<file path="config.mk">
export PLATFORM = sky130hd
export DESIGN_NAME = ddr3_app_sequencer_flat
export DESIGN_NICKNAME = d
export VERILOG_FILES = /design/src/rtl/ddr3_pkg.sv /design/src/rtl/ddr3_app_sequencer_if.sv /design/src/rtl/ddr3_inflight_queue.sv /design/src/rtl/ddr3_app_sequencer.sv /design/src/flat_wrapper.sv
export SDC_FILE = /design/constraint.sdc
export NUM_CORES = 1
export LEC_CHECK = 0
export BUFFER_PORTS_ARGS = -buffer_cell sky130_fd_sc_hd__buf_2
export CORE_AREA = 10 10 254 256
export CTS_BUF_LIST = sky130_fd_sc_hd__clkbuf_2
export CTS_CLUSTER_SIZE = 8
export DETAILED_ROUTE_END_ITERATION = 6
export DIE_AREA = 0 0 264 266
export PLACE_DENSITY = 0.59
export SLEW_MARGIN = 40
export SYNTH_ARGS = -nofsm -noshare
export SYNTH_HDL_FRONTEND = slang
export SYNTH_SLANG_ARGS = --single-unit
</file>
<file path="constraint.sdc">
create_clock -name clk -period 2.16 [get_ports clk]
set_input_delay 0.432 -clock clk [delete_from_list [all_inputs] [get_ports clk]]
set_output_delay 0.432 -clock clk [all_outputs]
set_load 0.02 [all_outputs]
</file>
<file path="src/rtl/ddr3_pkg.sv">
// Shared constants and state encoding for the DDR3 app-interface command sequencer.
package ddr3_pkg;
    localparam logic [2:0] APP_CMD_WRITE  = 3'b000;
    localparam logic [2:0] APP_CMD_READ   = 3'b001;
    localparam int         APP_ADDR_WIDTH = 29;

    typedef enum logic [1:0] {
        ST_IDLE,
        ST_WRITE,
        ST_READ
    } seq_state_t;
endpackage

</file>
<file path="src/rtl/ddr3_app_sequencer_if.sv">
// MIG 7-series user (app) interface: command, write-data and read-return channels.
interface ddr3_app_sequencer_if import ddr3_pkg::*; #(
    parameter int DATA_WIDTH = 128
);
    logic [APP_ADDR_WIDTH-1:0] app_addr;
    logic [2:0]                app_cmd;
    logic                      app_en;
    logic                      app_rdy;
    logic [DATA_WIDTH-1:0]     app_wdf_data;
    logic                      app_wdf_wren;
    logic                      app_wdf_end;
    logic [DATA_WIDTH/8-1:0]   app_wdf_mask;
    logic                      app_wdf_rdy;
    logic [DATA_WIDTH-1:0]     app_rd_data;
    logic                      app_rd_data_valid;

    modport master (
        output app_addr, app_cmd, app_en, app_wdf_data, app_wdf_wren, app_wdf_end, app_wdf_mask,
        input  app_rdy, app_wdf_rdy, app_rd_data, app_rd_data_valid
    );

    modport slave (
        input  app_addr, app_cmd, app_en, app_wdf_data, app_wdf_wren, app_wdf_end, app_wdf_mask,
        output app_rdy, app_wdf_rdy, app_rd_data, app_rd_data_valid
    );
endinterface

</file>
<file path="src/rtl/ddr3_inflight_queue.sv">
// Small synchronous FIFO of issued read addresses; push and pop may coincide.
module ddr3_inflight_queue #(
    parameter  int DEPTH = 4,
    parameter  int WIDTH = 32,
    localparam int PTR_W = $clog2(DEPTH),
    localparam int CNT_W = PTR_W + 1
) (
    input  logic             clk,
    input  logic             rst_n,
    input  logic             push,
    input  logic [WIDTH-1:0] push_data,
    input  logic             pop,
    output logic [WIDTH-1:0] head,
    output logic [CNT_W-1:0] count
);
    logic [WIDTH-1:0] mem [DEPTH];
    logic [PTR_W-1:0] wr_ptr, rd_ptr;
    logic             do_push, do_pop;

    // A pop frees the slot a same-cycle push lands in, so full+push+pop is legal.
    assign do_pop  = pop && (count != '0);
    assign do_push = push && ((count != CNT_W'(DEPTH)) || do_pop);
    assign head    = mem[rd_ptr];

    always_ff @(posedge clk) begin
        if (do_push) mem[wr_ptr] <= push_data;
    end

    always_ff @(posedge clk or negedge rst_n) begin
        if (!rst_n) begin
            wr_ptr <= '0;
            rd_ptr <= '0;
            count  <= '0;
        end else begin
            if (do_push) wr_ptr <= wr_ptr + PTR_W'(1);
            if (do_pop)  rd_ptr <= rd_ptr + PTR_W'(1);
            case ({do_push, do_pop})
                2'b10:   count <= count + CNT_W'(1);
                2'b01:   count <= count - CNT_W'(1);
                default: count <= count;
            endcase
        end
    end
endmodule

</file>
<file path="src/rtl/ddr3_app_sequencer.sv">
// Drains cache write/read-in FIFOs into MIG app commands and pairs read returns with addresses.
module ddr3_app_sequencer import ddr3_pkg::*; #(
    parameter int ADDR_WIDTH      = 32,
    parameter int DATA_WIDTH      = 128,
    parameter int MAX_OUTSTANDING = 4
) (
    input  logic                  clk,
    input  logic                  rst_n,
    input  logic                  en,
    input  logic                  calib_done,
    input  logic                  wr_fifo_empty,
    input  logic [ADDR_WIDTH-1:0] wr_fifo_addr,
    input  logic [DATA_WIDTH-1:0] wr_fifo_data,
    output logic                  wr_fifo_rd,
    input  logic                  rd_in_fifo_empty,
    input  logic [ADDR_WIDTH-1:0] rd_in_fifo_addr,
    output logic                  rd_in_fifo_rd,
    input  logic                  rd_out_fifo_full,
    output logic                  rd_out_fifo_wr,
    output logic [ADDR_WIDTH-1:0] rd_out_addr,
    output logic [DATA_WIDTH-1:0] rd_out_data,
    ddr3_app_sequencer_if.master  app,
    output logic                  busy,
    output logic                  err_orphan
);
    localparam int               CNT_W   = $clog2(MAX_OUTSTANDING) + 1;
    localparam logic [CNT_W-1:0] MAX_CNT = CNT_W'(MAX_OUTSTANDING);

    seq_state_t                state, state_nxt;
    logic                      cmd_done, data_done;
    logic                      en_o, wren_o, load_wr, load_rd, ret_ok;
    logic [APP_ADDR_WIDTH-1:0] addr_q;
    logic [2:0]                cmd_q;
    logic [DATA_WIDTH-1:0]     wdata_q;
    logic [ADDR_WIDTH-1:0]     req_addr, q_head;
    logic [CNT_W-1:0]          outstanding;

    // Byte address -> 16-bit-column address, burst-of-8 aligned (line bits 29:4).
    function automatic logic [APP_ADDR_WIDTH-1:0] to_app_addr(input logic [ADDR_WIDTH-1:0] a);
        return APP_ADDR_WIDTH'((a >> 4) << 3);
    endfunction

    always_ff @(posedge clk or negedge rst_n) begin
        if (!rst_n) state <= ST_IDLE;
        else        state <= state_nxt;
    end

    always_comb begin
        state_nxt     = state;
        en_o          = 1'b0;
        wren_o        = 1'b0;
        wr_fifo_rd    = 1'b0;
        rd_in_fifo_rd = 1'b0;
        load_wr       = 1'b0;
        load_rd       = 1'b0;
        case (state)
            ST_IDLE: begin
                if (en && calib_done) begin
                    if (!wr_fifo_empty) begin
                        load_wr   = 1'b1;
                        state_nxt = ST_WRITE;
                    end else if (!rd_in_fifo_empty && (outstanding < MAX_CNT) && !rd_out_fifo_full) begin
                        load_rd   = 1'b1;
                        state_nxt = ST_READ;
                    end
                end
            end
            ST_WRITE: begin
                en_o   = !cmd_done;
                wren_o = !data_done;
                if ((cmd_done || app.app_rdy) && (data_done || app.app_wdf_rdy)) begin
                    wr_fifo_rd = 1'b1;
                    state_nxt  = ST_IDLE;
                end
            end
            ST_READ: begin
                en_o = 1'b1;
                if (app.app_rdy) begin
                    rd_in_fifo_rd = 1'b1;
                    state_nxt     = ST_IDLE;
                end
            end
            default: state_nxt = ST_IDLE;
        endcase
    end

    // Command fields are captured on leaving IDLE so they hold steady until accepted.
    always_ff @(posedge clk or negedge rst_n) begin
        if (!rst_n) begin
            cmd_done  <= 1'b0;
            data_done <= 1'b0;
            addr_q    <= '0;
            cmd_q     <= APP_CMD_WRITE;
            wdata_q   <= '0;
            req_addr  <= '0;
        end else begin
            cmd_done  <= !wr_fifo_rd && (cmd_done  || (state == ST_WRITE && app.app_rdy));
            data_done <= !wr_fifo_rd && (data_done || (state == ST_WRITE && app.app_wdf_rdy));
            if (load_wr) begin
                addr_q  <= to_app_addr(wr_fifo_addr);
                cmd_q   <= APP_CMD_WRITE;
                wdata_q <= wr_fifo_data;
            end
            if (load_rd) begin
                addr_q   <= to_app_addr(rd_in_fifo_addr);
                cmd_q    <= APP_CMD_READ;
                req_addr <= rd_in_fifo_addr;
            end
        end
    end

    assign app.app_en       = en_o;
    assign app.app_cmd      = cmd_q;
    assign app.app_addr     = addr_q;
    assign app.app_wdf_data = wdata_q;
    assign app.app_wdf_wren = wren_o;
    assign app.app_wdf_end  = wren_o;
    assign app.app_wdf_mask = '0;

    assign ret_ok = app.app_rd_data_valid && (outstanding != '0);

    ddr3_inflight_queue #(.DEPTH(MAX_OUTSTANDING), .WIDTH(ADDR_WIDTH)) u_inflight (
        .clk       (clk),
        .rst_n     (rst_n),
        .push      (rd_in_fifo_rd),
        .push_data (req_addr),
        .pop       (ret_ok),
        .head      (q_head),
        .count     (outstanding)
    );

    // Return path never stalls; issue-side checks keep the read-out FIFO from overflowing.
    always_ff @(posedge clk or negedge rst_n) begin
        if (!rst_n) begin
            rd_out_fifo_wr <= 1'b0;
            rd_out_addr    <= '0;
            rd_out_data    <= '0;
            err_orphan     <= 1'b0;
        end else begin
            rd_out_fifo_wr <= ret_ok;
            if (ret_ok) begin
                rd_out_data <= app.app_rd_data;
                rd_out_addr <= q_head & ~ADDR_WIDTH'(4'hF);
            end
            if (app.app_rd_data_valid && outstanding == '0) err_orphan <= 1'b1;
        end
    end

    assign busy = (state != ST_IDLE) || (outstanding != '0);
endmodule
</file>
<file path="src/flat_wrapper.sv">
// flat-port wrapper written by rule: the top's interface ports become plain ports
module ddr3_app_sequencer_flat import ddr3_pkg::*;
#(
    parameter int ADDR_WIDTH      = 32,
    parameter int DATA_WIDTH      = 128,
    parameter int MAX_OUTSTANDING = 4
)
  (clk, rst_n, en, calib_done, wr_fifo_empty, wr_fifo_addr, wr_fifo_data, wr_fifo_rd, rd_in_fifo_empty, rd_in_fifo_addr, rd_in_fifo_rd, rd_out_fifo_full, rd_out_fifo_wr, rd_out_addr, rd_out_data, busy, err_orphan, app_app_addr, app_app_cmd, app_app_en, app_app_wdf_data, app_app_wdf_wren, app_app_wdf_end, app_app_wdf_mask, app_app_rdy, app_app_wdf_rdy, app_app_rd_data, app_app_rd_data_valid);
  ddr3_app_sequencer_if #(.DATA_WIDTH(DATA_WIDTH)) app_i ();
  input  logic clk;
  input  logic rst_n;
  input  logic en;
  input  logic calib_done;
  input  logic wr_fifo_empty;
  input  logic [ADDR_WIDTH-1:0] wr_fifo_addr;
  input  logic [DATA_WIDTH-1:0] wr_fifo_data;
  output logic wr_fifo_rd;
  input  logic rd_in_fifo_empty;
  input  logic [ADDR_WIDTH-1:0] rd_in_fifo_addr;
  output logic rd_in_fifo_rd;
  input  logic rd_out_fifo_full;
  output logic rd_out_fifo_wr;
  output logic [ADDR_WIDTH-1:0] rd_out_addr;
  output logic [DATA_WIDTH-1:0] rd_out_data;
  output logic busy;
  output logic err_orphan;
  output wire logic [$bits(app_i.app_addr)-1:0] app_app_addr;
  output wire logic [$bits(app_i.app_cmd)-1:0] app_app_cmd;
  output wire logic [$bits(app_i.app_en)-1:0] app_app_en;
  output wire logic [$bits(app_i.app_wdf_data)-1:0] app_app_wdf_data;
  output wire logic [$bits(app_i.app_wdf_wren)-1:0] app_app_wdf_wren;
  output wire logic [$bits(app_i.app_wdf_end)-1:0] app_app_wdf_end;
  output wire logic [$bits(app_i.app_wdf_mask)-1:0] app_app_wdf_mask;
  input wire logic [$bits(app_i.app_rdy)-1:0] app_app_rdy;
  input wire logic [$bits(app_i.app_wdf_rdy)-1:0] app_app_wdf_rdy;
  input wire logic [$bits(app_i.app_rd_data)-1:0] app_app_rd_data;
  input wire logic [$bits(app_i.app_rd_data_valid)-1:0] app_app_rd_data_valid;
  assign app_app_addr = app_i.app_addr;
  assign app_app_cmd = app_i.app_cmd;
  assign app_app_en = app_i.app_en;
  assign app_app_wdf_data = app_i.app_wdf_data;
  assign app_app_wdf_wren = app_i.app_wdf_wren;
  assign app_app_wdf_end = app_i.app_wdf_end;
  assign app_app_wdf_mask = app_i.app_wdf_mask;
  assign app_i.app_rdy = app_app_rdy;
  assign app_i.app_wdf_rdy = app_app_wdf_rdy;
  assign app_i.app_rd_data = app_app_rd_data;
  assign app_i.app_rd_data_valid = app_app_rd_data_valid;
  ddr3_app_sequencer #(.ADDR_WIDTH(ADDR_WIDTH), .DATA_WIDTH(DATA_WIDTH), .MAX_OUTSTANDING(MAX_OUTSTANDING)) u_core (.clk(clk), .rst_n(rst_n), .en(en), .calib_done(calib_done), .wr_fifo_empty(wr_fifo_empty), .wr_fifo_addr(wr_fifo_addr), .wr_fifo_data(wr_fifo_data), .wr_fifo_rd(wr_fifo_rd), .rd_in_fifo_empty(rd_in_fifo_empty), .rd_in_fifo_addr(rd_in_fifo_addr), .rd_in_fifo_rd(rd_in_fifo_rd), .rd_out_fifo_full(rd_out_fifo_full), .rd_out_fifo_wr(rd_out_fifo_wr), .rd_out_addr(rd_out_addr), .rd_out_data(rd_out_data), .app(app_i), .busy(busy), .err_orphan(err_orphan));
endmodule
</file>
==> impl_metrics.tcl, run 1 <==
set metrics [dict create \
    cts_resized 668 \
    cts_setup_buffers 61 \
    netlist_instances 1363 \
    cts-htree-levels 3 \
    async_reset_ff_share_pct 75.9 \
    clock_path_buffers 3 \
    gp_congestion 0.804 \
    cts_root_buf "clkbuf_2" \
    die-height_um 266 \
    synth-edff-count 112 \
    dp_cells 2754 \
    start_util_pct 29.9 \
    syn-cell-area_um2 17800 \
    clock_sinks 464 \
    io_buffers 638 \
    cts_buffers 117 \
    tool.error "[ERROR RSZ-0060] Max buffer count reached." \
    seq_area_frac_synth_pct 68.2 \
    num_rows 90 \
    hpwl_um 42700 \
    stop_stage "clock tree synthesis (4_1_cts)" \
    status "aborted with a tool error" \
    yosysWarnings 0 \
    syn_avg_cell_area_um2 13.1 \
    ios 674 \
    ys_types 42 \
    yosys_most_used_dff "dfrtp_1" \
    die_x_um 264 \
    postCtsHoldBufs 606 \
    synth-seq-cells 464 \
]
==> cells by family after synthesis <==
logic type | count (synthesis) | synth area share, %
AND/OR/NAND/NOR | 526 | 11.5
flip-flops | 464 | 68.2
multiplexers | 210 | 14.8
buffers and inverters | 101 | 3.07
AO/OA/AOI/OAI | 47 | 1.46
adder cells (fa/ha/maj) | 8 | 0.603
XOR/XNOR | 6 | 0.294
other | 1 | 0.0210
==> cell usage after synthesis (5+ instances only) <==
| library cell | number | area share, % |
|---|---|---|
| buf_2 | 48 | 1.3 |
| ha_1 | 7 | 0.49 |
| mux2_1 | 25 | 1.6 |
| mux2i_1 | 26 | 1.5 |
| mux4_2 | 28 | 3.5 |
| edfxtp_1 | 112 | 19 |
| nand2_1 | 477 | 10 |
| mux2_2 | 131 | 8.3 |
| inv_1 | 9 | 0.19 |
| o21ai_0 | 7 | 0.20 |
| a21oi_1 | 30 | 0.84 |
| dfrtp_1 | 352 | 49 |
| clkbuf_1 | 13 | 0.27 |
| and2_1 | 5 | 0.18 |
| xnor2_1 | 5 | 0.25 |
| nor2_1 | 32 | 0.67 |
| buf_4 | 29 | 1.2 |
==> per-stage QoR <==
stage / util, % / area, um2 / worst slack [ns] / hold slack (ns)
2_1_floorplan: - / 17900 / 0.00946 / 0.136
3_3_place_gp: 37.2 / 22200 / 0.143 / 0.380
3_5_place_dp: 37.2 / 22200 / 0.0954 / 0.385
==> run 2, diff against run 1 <==
CORE_AREA = 10 10 256 258   (was 10 10 254 256)
CTS_BUF_LIST = not set   (was sky130_fd_sc_hd__clkbuf_2)
CTS_CLUSTER_SIZE = not set   (was 8)
DIE_AREA = 0 0 266 268   (was 0 0 264 266)
PLACE_DENSITY = not set   (was 0.59)
PLACE_DENSITY_LB_ADDON = 0.15   (was not set)
clock period = 2.8 ns   (was 2.16 ns; I/O delays follow)
==> run 2 against run 1 <==
  * The flow now finishes without violations
  * Synthesized cell count did not move
  * Synthesized area stayed put
==> impl_metrics.tcl, run 2 <==
set metrics [dict create \
    finalSetupViolations 0 \
    drt-wirelength-per-cell_um 20.5 \
    r2r_setup_slack_ns 0.69 \
    cts_setup_buffers 0 \
    post-route-period-util_pct 88.3 \
    syn-cell-area_um2 17800 \
    r2r_cells 6 \
    die-height_um 268 \
    synth-edff-count 112 \
    cp-start-kind "register" \
    path_class "reg -> out" \
    netSwitchingFraction_pct 37.8 \
    synth-seq-cells 464 \
    synth_area_leaders "dfrtp_1 49%, edfxtp_1 19%, nand2_1 10%" \
    layout_commonest_cell "buf_2" \
    p_leak_nw 11.9 \
    seqPwrFrac_pct 39.1 \
    die_x_um 266 \
    pwr-share-clk_pct 25.1 \
    crit_fanout 5 \
    clock_path_buffers 3 \
    hold_violations 0 \
    netlist_instances 1363 \
    gp_congestion 0.844 \
    ant_nets 0 \
    cts_root_buf "clkbuf_16" \
    crit_arrival_ns 1.91 \
    synth_most_common_cell "nand2_1" \
    grt_pass1_wl_um 85400 \
    num_rows 90 \
    ys_types 42 \
    grt_start_max_net_pins 157 \
    worstReg2RegEnd "u_core.u_inflight.mem[2][24]$_DFFE_PP_" \
    areaGrowthSynthToFinish_pct 33.6 \
    gr-usage-all-layers_pct 15.6 \
    max_slew_margin_pct 45.0 \
    min_period_ns 2.47 \
    ios 674 \
    hold_slack_ns 0.170 \
    clock_sinks 464 \
    synth_common_cells "477 x nand2_1, 352 x dfrtp_1, 131 x mux2_2" \
    tightest_slew_ns 0.826 \
    timing.fmax_mhz 404 \
    multi_input_area_um2 5220 \
    cp-end-kind "primary output" \
    crit_end "wr_fifo_rd" \
    worst_skew_pair.late_latency_ns 0.58 \
    path_clk_slew_ns 0.06 \
    async_reset_ff_share_pct 75.9 \
    cts-htree-levels 2 \
    power.density_nw_per_um2 1190 \
    tns_ns 0 \
    grt_overflow_total 0 \
    fin_skew_ns 0.0177 \
    vias 12500 \
    start_util_pct 29.7 \
    yosys_most_used_dff "dfrtp_1" \
    die-area_um2 71300 \
    synth_top_area_cell "dfrtp_1" \
    p_switching_mw 10.8 \
    drtPass1Iterations 7 \
    drc 0 \
    syn_avg_cell_area_um2 13.1 \
    antenna_found_initial 5 \
    drt-initial-drc-count 610 \
    rsz0062_at_grt "no" \
    seq_area_frac_synth_pct 68.2 \
    fillers 5944 \
    yosysWarnings 0 \
    status "finished clean" \
    tritoncts "built" \
    most-common-layout-cells "637 x buf_2, 477 x nand2_1, 351 x dfrtp_1" \
    drive_above_1_share_pct 44.4 \
    startpoint "u_core.state[1]$_DFFE_PN0P_" \
    peakVddDrop_mv 0.463 \
    crit_required_ns 2.24 \
    comb_power_share_pct 35.7 \
    hold_class "in -> reg" \
    register_area_um2 12200 \
    synth_top_area_share_pct 49.4 \
    grt_pass1_vias 13100 \
    via_per_inst 4.40 \
    drt_wl_total_um 58400 \
    cts_buffers 52 \
    cap_viol_max_count 0 \
    nNetsFinal 2352 \
    power.internal_mw 17.7 \
    core_um2 60100 \
    hpwl_um 43800 \
    io_buffers 638 \
    drv_slew 0 \
    r2r_start "u_core.state[0]$_DFFE_PN0P_" \
]
run 2: cell counts after synthesis:
No cell type changed its count.
run 2: worst min path at each step:
stage | start | end | slack [ns] | cells after the start
6_report | app_app_rd_data[1] | u_core.rd_out_data[1]$_DFFE_PN0P_ | 0.17 | 3
3_5_place_dp | u_core.err_orphan$_DFFE_PN0P_ | u_core.err_orphan$_DFFE_PN0P_ | 0.44 | 1
5_1_grt | app_app_rd_data[125] | u_core.rd_out_data[125]$_DFFE_PN0P_ | 0.14 | 3
4_1_cts | app_app_rd_data[126] | u_core.rd_out_data[126]$_DFFE_PN0P_ | 0.12 | 3
2_1_floorplan | rst_n | u_core.app.app_addr[10]$_DFFE_PN0P_ | 0.26 | 0
3_3_place_gp | u_core.err_orphan$_DFFE_PN0P_ | u_core.err_orphan$_DFFE_PN0P_ | 0.44 | 1
run 2: area by class of cell:
cell class              count  area share, %
clock buffers              73           6.38
multi-input cells         822           21.9
inverters                  10          0.178
repair buffers            664           15.2
flip-flops and latches    464           51.1
clock inverters            25           1.23
well taps                 782           4.10
diodes                      2         0.0210
run 2: kinds of logic (layout without fill, tap and decap cells):
logic type | after synthesis | after routing | synth area share (%)
muxes | 210 | 210 | 14.8
and+or+nand+nor | 526 | 526 | 11.5
DFF | 464 | 464 | 68.2
buffers and inverters | 101 | 772 | 3.07
xor gates and xnor gates | 6 | 6 | 0.294
AOI/OAI and AO/OA | 47 | 47 | 1.46
other | 1 | 27 | 0.0210
adders and majority gates | 8 | 8 | 0.603
run 2: power groups by stage:
stage	sequential, mW	clock, mW	combinational [mW]
finish	11.1	7.15	10.2
global route	11.5	7.65	11.0
detailed placement	11.3	0	10.4
global placement	11.1	0	10.4
CTS	11.2	7.37	10.5
floorplan	13.7	0	3.57
run 2: layer usage:
| metal | GRT usage [%] | up-vias | wire length (um) |
|---|---|---|---|
| met5 | 0 | - | 13 |
| met4 | 5.06 | 2 | 1600 |
| met3 | 4.30 | 79 | 4040 |
| met2 | 27.4 | 389 | 29900 |
| met1 | 18.2 | 6205 | 22800 |
| li1 | - | 5820 | - |
run 2: critical path, stage by stage, from the launching register on:
cell	delay, ns
dfrtp_1	0.37
inv_1	0.10
ha_1	0.26
inv_1	0.10
nor2_1	0.23
buf_2	0.28
run 2: per-stage QoR:
| stage | instances | power (mW) | utilization (%) | setup slack, ns | instance area, um2 |
|---|---|---|---|---|---|
| 2_1_floorplan | 1387 | 17.2 | - | 0.556 | 17900 |
| 3_3_place_gp | 2741 | 21.5 | 36.6 | 0.634 | 22000 |
| 3_5_place_dp | 2741 | 21.7 | 36.6 | 0.620 | 22000 |
| 4_1_cts | 2840 | 29.0 | 39.6 | 0.259 | 23800 |
| 5_1_grt | 2842 | 30.2 | 39.7 | 0.176 | 23800 |
| 6_report | 2842 | 28.5 | 39.7 | 0.327 | 23800 |
run 2: timing repair:
action / CTS / global route
resized for setup: 0 / 0
hold endpoints to repair: 39 / 0
hold buffers: 1 / 0
Note: power is estimated with default switching activity, not from simulation.
==> run 3, diff against run 2 <==
PLACE_DENSITY = 0.53   (was not set)
PLACE_DENSITY_LB_ADDON = not set   (was 0.15)
==> run 3 against run 2 <==
  * Maximum frequency increased by 0.58%
  * Largest power group unchanged
  * Count of clock-buffer cells in the layout is 2 higher
  * Non-clock buffer count fell by 2
  * Global-route usage down 0.57 points
  * Utilization fell by 0.28 points
  * Final cell count shrank 0.18%
==> impl_metrics.tcl, run 3 (synthesis gave the netlist of run 2 again) <==
set metrics [dict create \
    cts_resized 0 \
    die_x_um 266 \
    status "finished clean" \
    most-common-layout-cells "637 x buf_2, 477 x nand2_1, 351 x dfrtp_1" \
    drv_slew 0 \
    peakVddDrop_mv 0.540 \
    max_slew_margin_pct 37.9 \
    antenna_found_initial 8 \
    cp-end-kind "primary output" \
    ios 674 \
    via_per_inst 4.35 \
    drc 0 \
    grt_pass1_vias 13100 \
    worst_skew_pair.late_latency_ns 0.59 \
    nNetsFinal 2349 \
    die-area_um2 71300 \
    cts_root_buf "clkbuf_16" \
    clock_path_buffers 3 \
    core_um2 60100 \
    crit_arrival_ns 1.90 \
    grt_overflow_total 0 \
    timing.fmax_mhz 407 \
    grt_start_max_net_pins 157 \
    tns_ns 0 \
    drt-initial-drc-count 669 \
    rsz0062_at_grt "no" \
    path_clk_slew_ns 0.06 \
    path_class "reg -> out" \
    cp-start-kind "register" \
    min_period_ns 2.46 \
    drt-wirelength-per-cell_um 19.9 \
    tightest_slew_ns 0.931 \
    num_rows 90 \
    power.density_nw_per_um2 1180 \
    fin_skew_ns 0.0194 \
    pre_cts_ws_ns 0.593 \
    cts_buffers 51 \
    ant_nets 0 \
    gp_congestion 0.808 \
    areaGrowthSynthToFinish_pct 32.7 \
    cap_viol_max_count 0 \
    r2r_setup_slack_ns 0.69 \
    drive_above_1_share_pct 44.1 \
    crit_fanout 5 \
    hold_violations 0 \
    setup_ws_ns 0.341 \
    clock_sinks 464 \
    cts-htree-levels 2 \
    hpwl_um 41600 \
    gr-usage-all-layers_pct 15.0 \
    cts_setup_buffers 0 \
    postCtsHoldBufs 1 \
    hold_class "in -> reg" \
    drtPass1Iterations 5 \
    grt_pass1_wl_um 83000 \
    finalSetupViolations 0 \
    start_util_pct 29.7 \
    layout_commonest_cell "buf_2" \
    vias 12300 \
    tritoncts "built" \
    crit_required_ns 2.24 \
    drt_wl_total_um 56300 \
    io_buffers 638 \
    die-height_um 268 \
    post-route-period-util_pct 87.8 \
    p_leak_nw 11.8 \
]
## run 3: cell count changes in the layout (fill, tap and decap cells not counted), moves of 2 or more
cell	delta
clkinv_1	-4
clkbuf_16	-2
diode_2	+5
bufinv_16	-2
clkbuf_1	+8
clkinv_2	-3
clkinv_8	+2
clkinv_4	-2
clkbuf_8	-4
and2_1	-4
buf_12	-2
and2_2	+4
## run 3: per-stage QoR
step | std cells | total power, mW | util, % | hold slack (ns) | area [um2]
final | 2837 | 28.0 | 39.4 | 0.154 | 23700
after global placement | 2739 | 21.3 | 36.6 | 0.440 | 22000
after CTS | 2830 | 28.5 | 39.3 | 0.108 | 23700
after floorplan | 1387 | 17.2 | - | 0.264 | 17900
after detailed placement | 2739 | 21.6 | 36.6 | 0.457 | 22000
after global routing | 2837 | 29.7 | 39.4 | 0.127 | 23700
## run 3: per-layer routing
metal | global-route usage, % | share of wire, %
met4 | 4.52 | 2.3
met5 | 0 | 0.023
met3 | 4.94 | 8.0
met2 | 26.0 | 51
met1 | 17.6 | 38
## run 3: final timing paths
| path | start | end | cells past startpoint |
|---|---|---|---|
| max | u_core.state[1]$_DFFE_PN0P_ | app_app_wdf_wren | 5 |
| min | app_app_rd_data[103] | u_core.rd_out_data[103]$_DFFE_PN0P_ | 3 |
| max reg2reg | u_core.u_inflight.count[1]$_DFFE_PN0P_ | u_core.u_inflight.count[1]$_DFFE_PN0P_ | 8 |
| min reg2reg | u_core.err_orphan$_DFFE_PN0P_ | u_core.err_orphan$_DFFE_PN0P_ | 1 |
| max in group asynchronous | rst_n | u_core.app.app_addr[20]$_DFFE_PN0P_ | 3 |
| min in group asynchronous | rst_n | u_core.app.app_wdf_data[2]$_DFFE_PN0P_ | 2 |
## run 3: cell type report
| cell class | count | area, um2 |
|---|---|---|
| Clock inverter | 15 | 224 |
| Antenna cell | 7 | 17.5 |
| Tap cell | 782 | 978 |
| Timing Repair Buffer | 662 | 3570 |
| Sequential cell | 464 | 12200 |
| Multi-Input combinational cell | 822 | 5220 |
| Inverter | 10 | 42.5 |
| Fill cell | 5852 | 36500 |
| Clock buffer | 75 | 1450 |
## run 3: report_power, final
| part | internal, mW | switching (mW) | total [mW] |
|---|---|---|---|
| clock | 3.96 | 2.76 | 6.72 |
| sequential | 9.66 | 1.46 | 11.1 |
| combinational | 3.69 | 6.43 | 10.1 |
## run 3: worst max-delay path, cell delays in order, from the launching register on
cell,delay (ns)
dfrtp_1,0.38
inv_1,0.10
ha_1,0.26
inv_1,0.09
nor2_1,0.24
buf_2,0.23
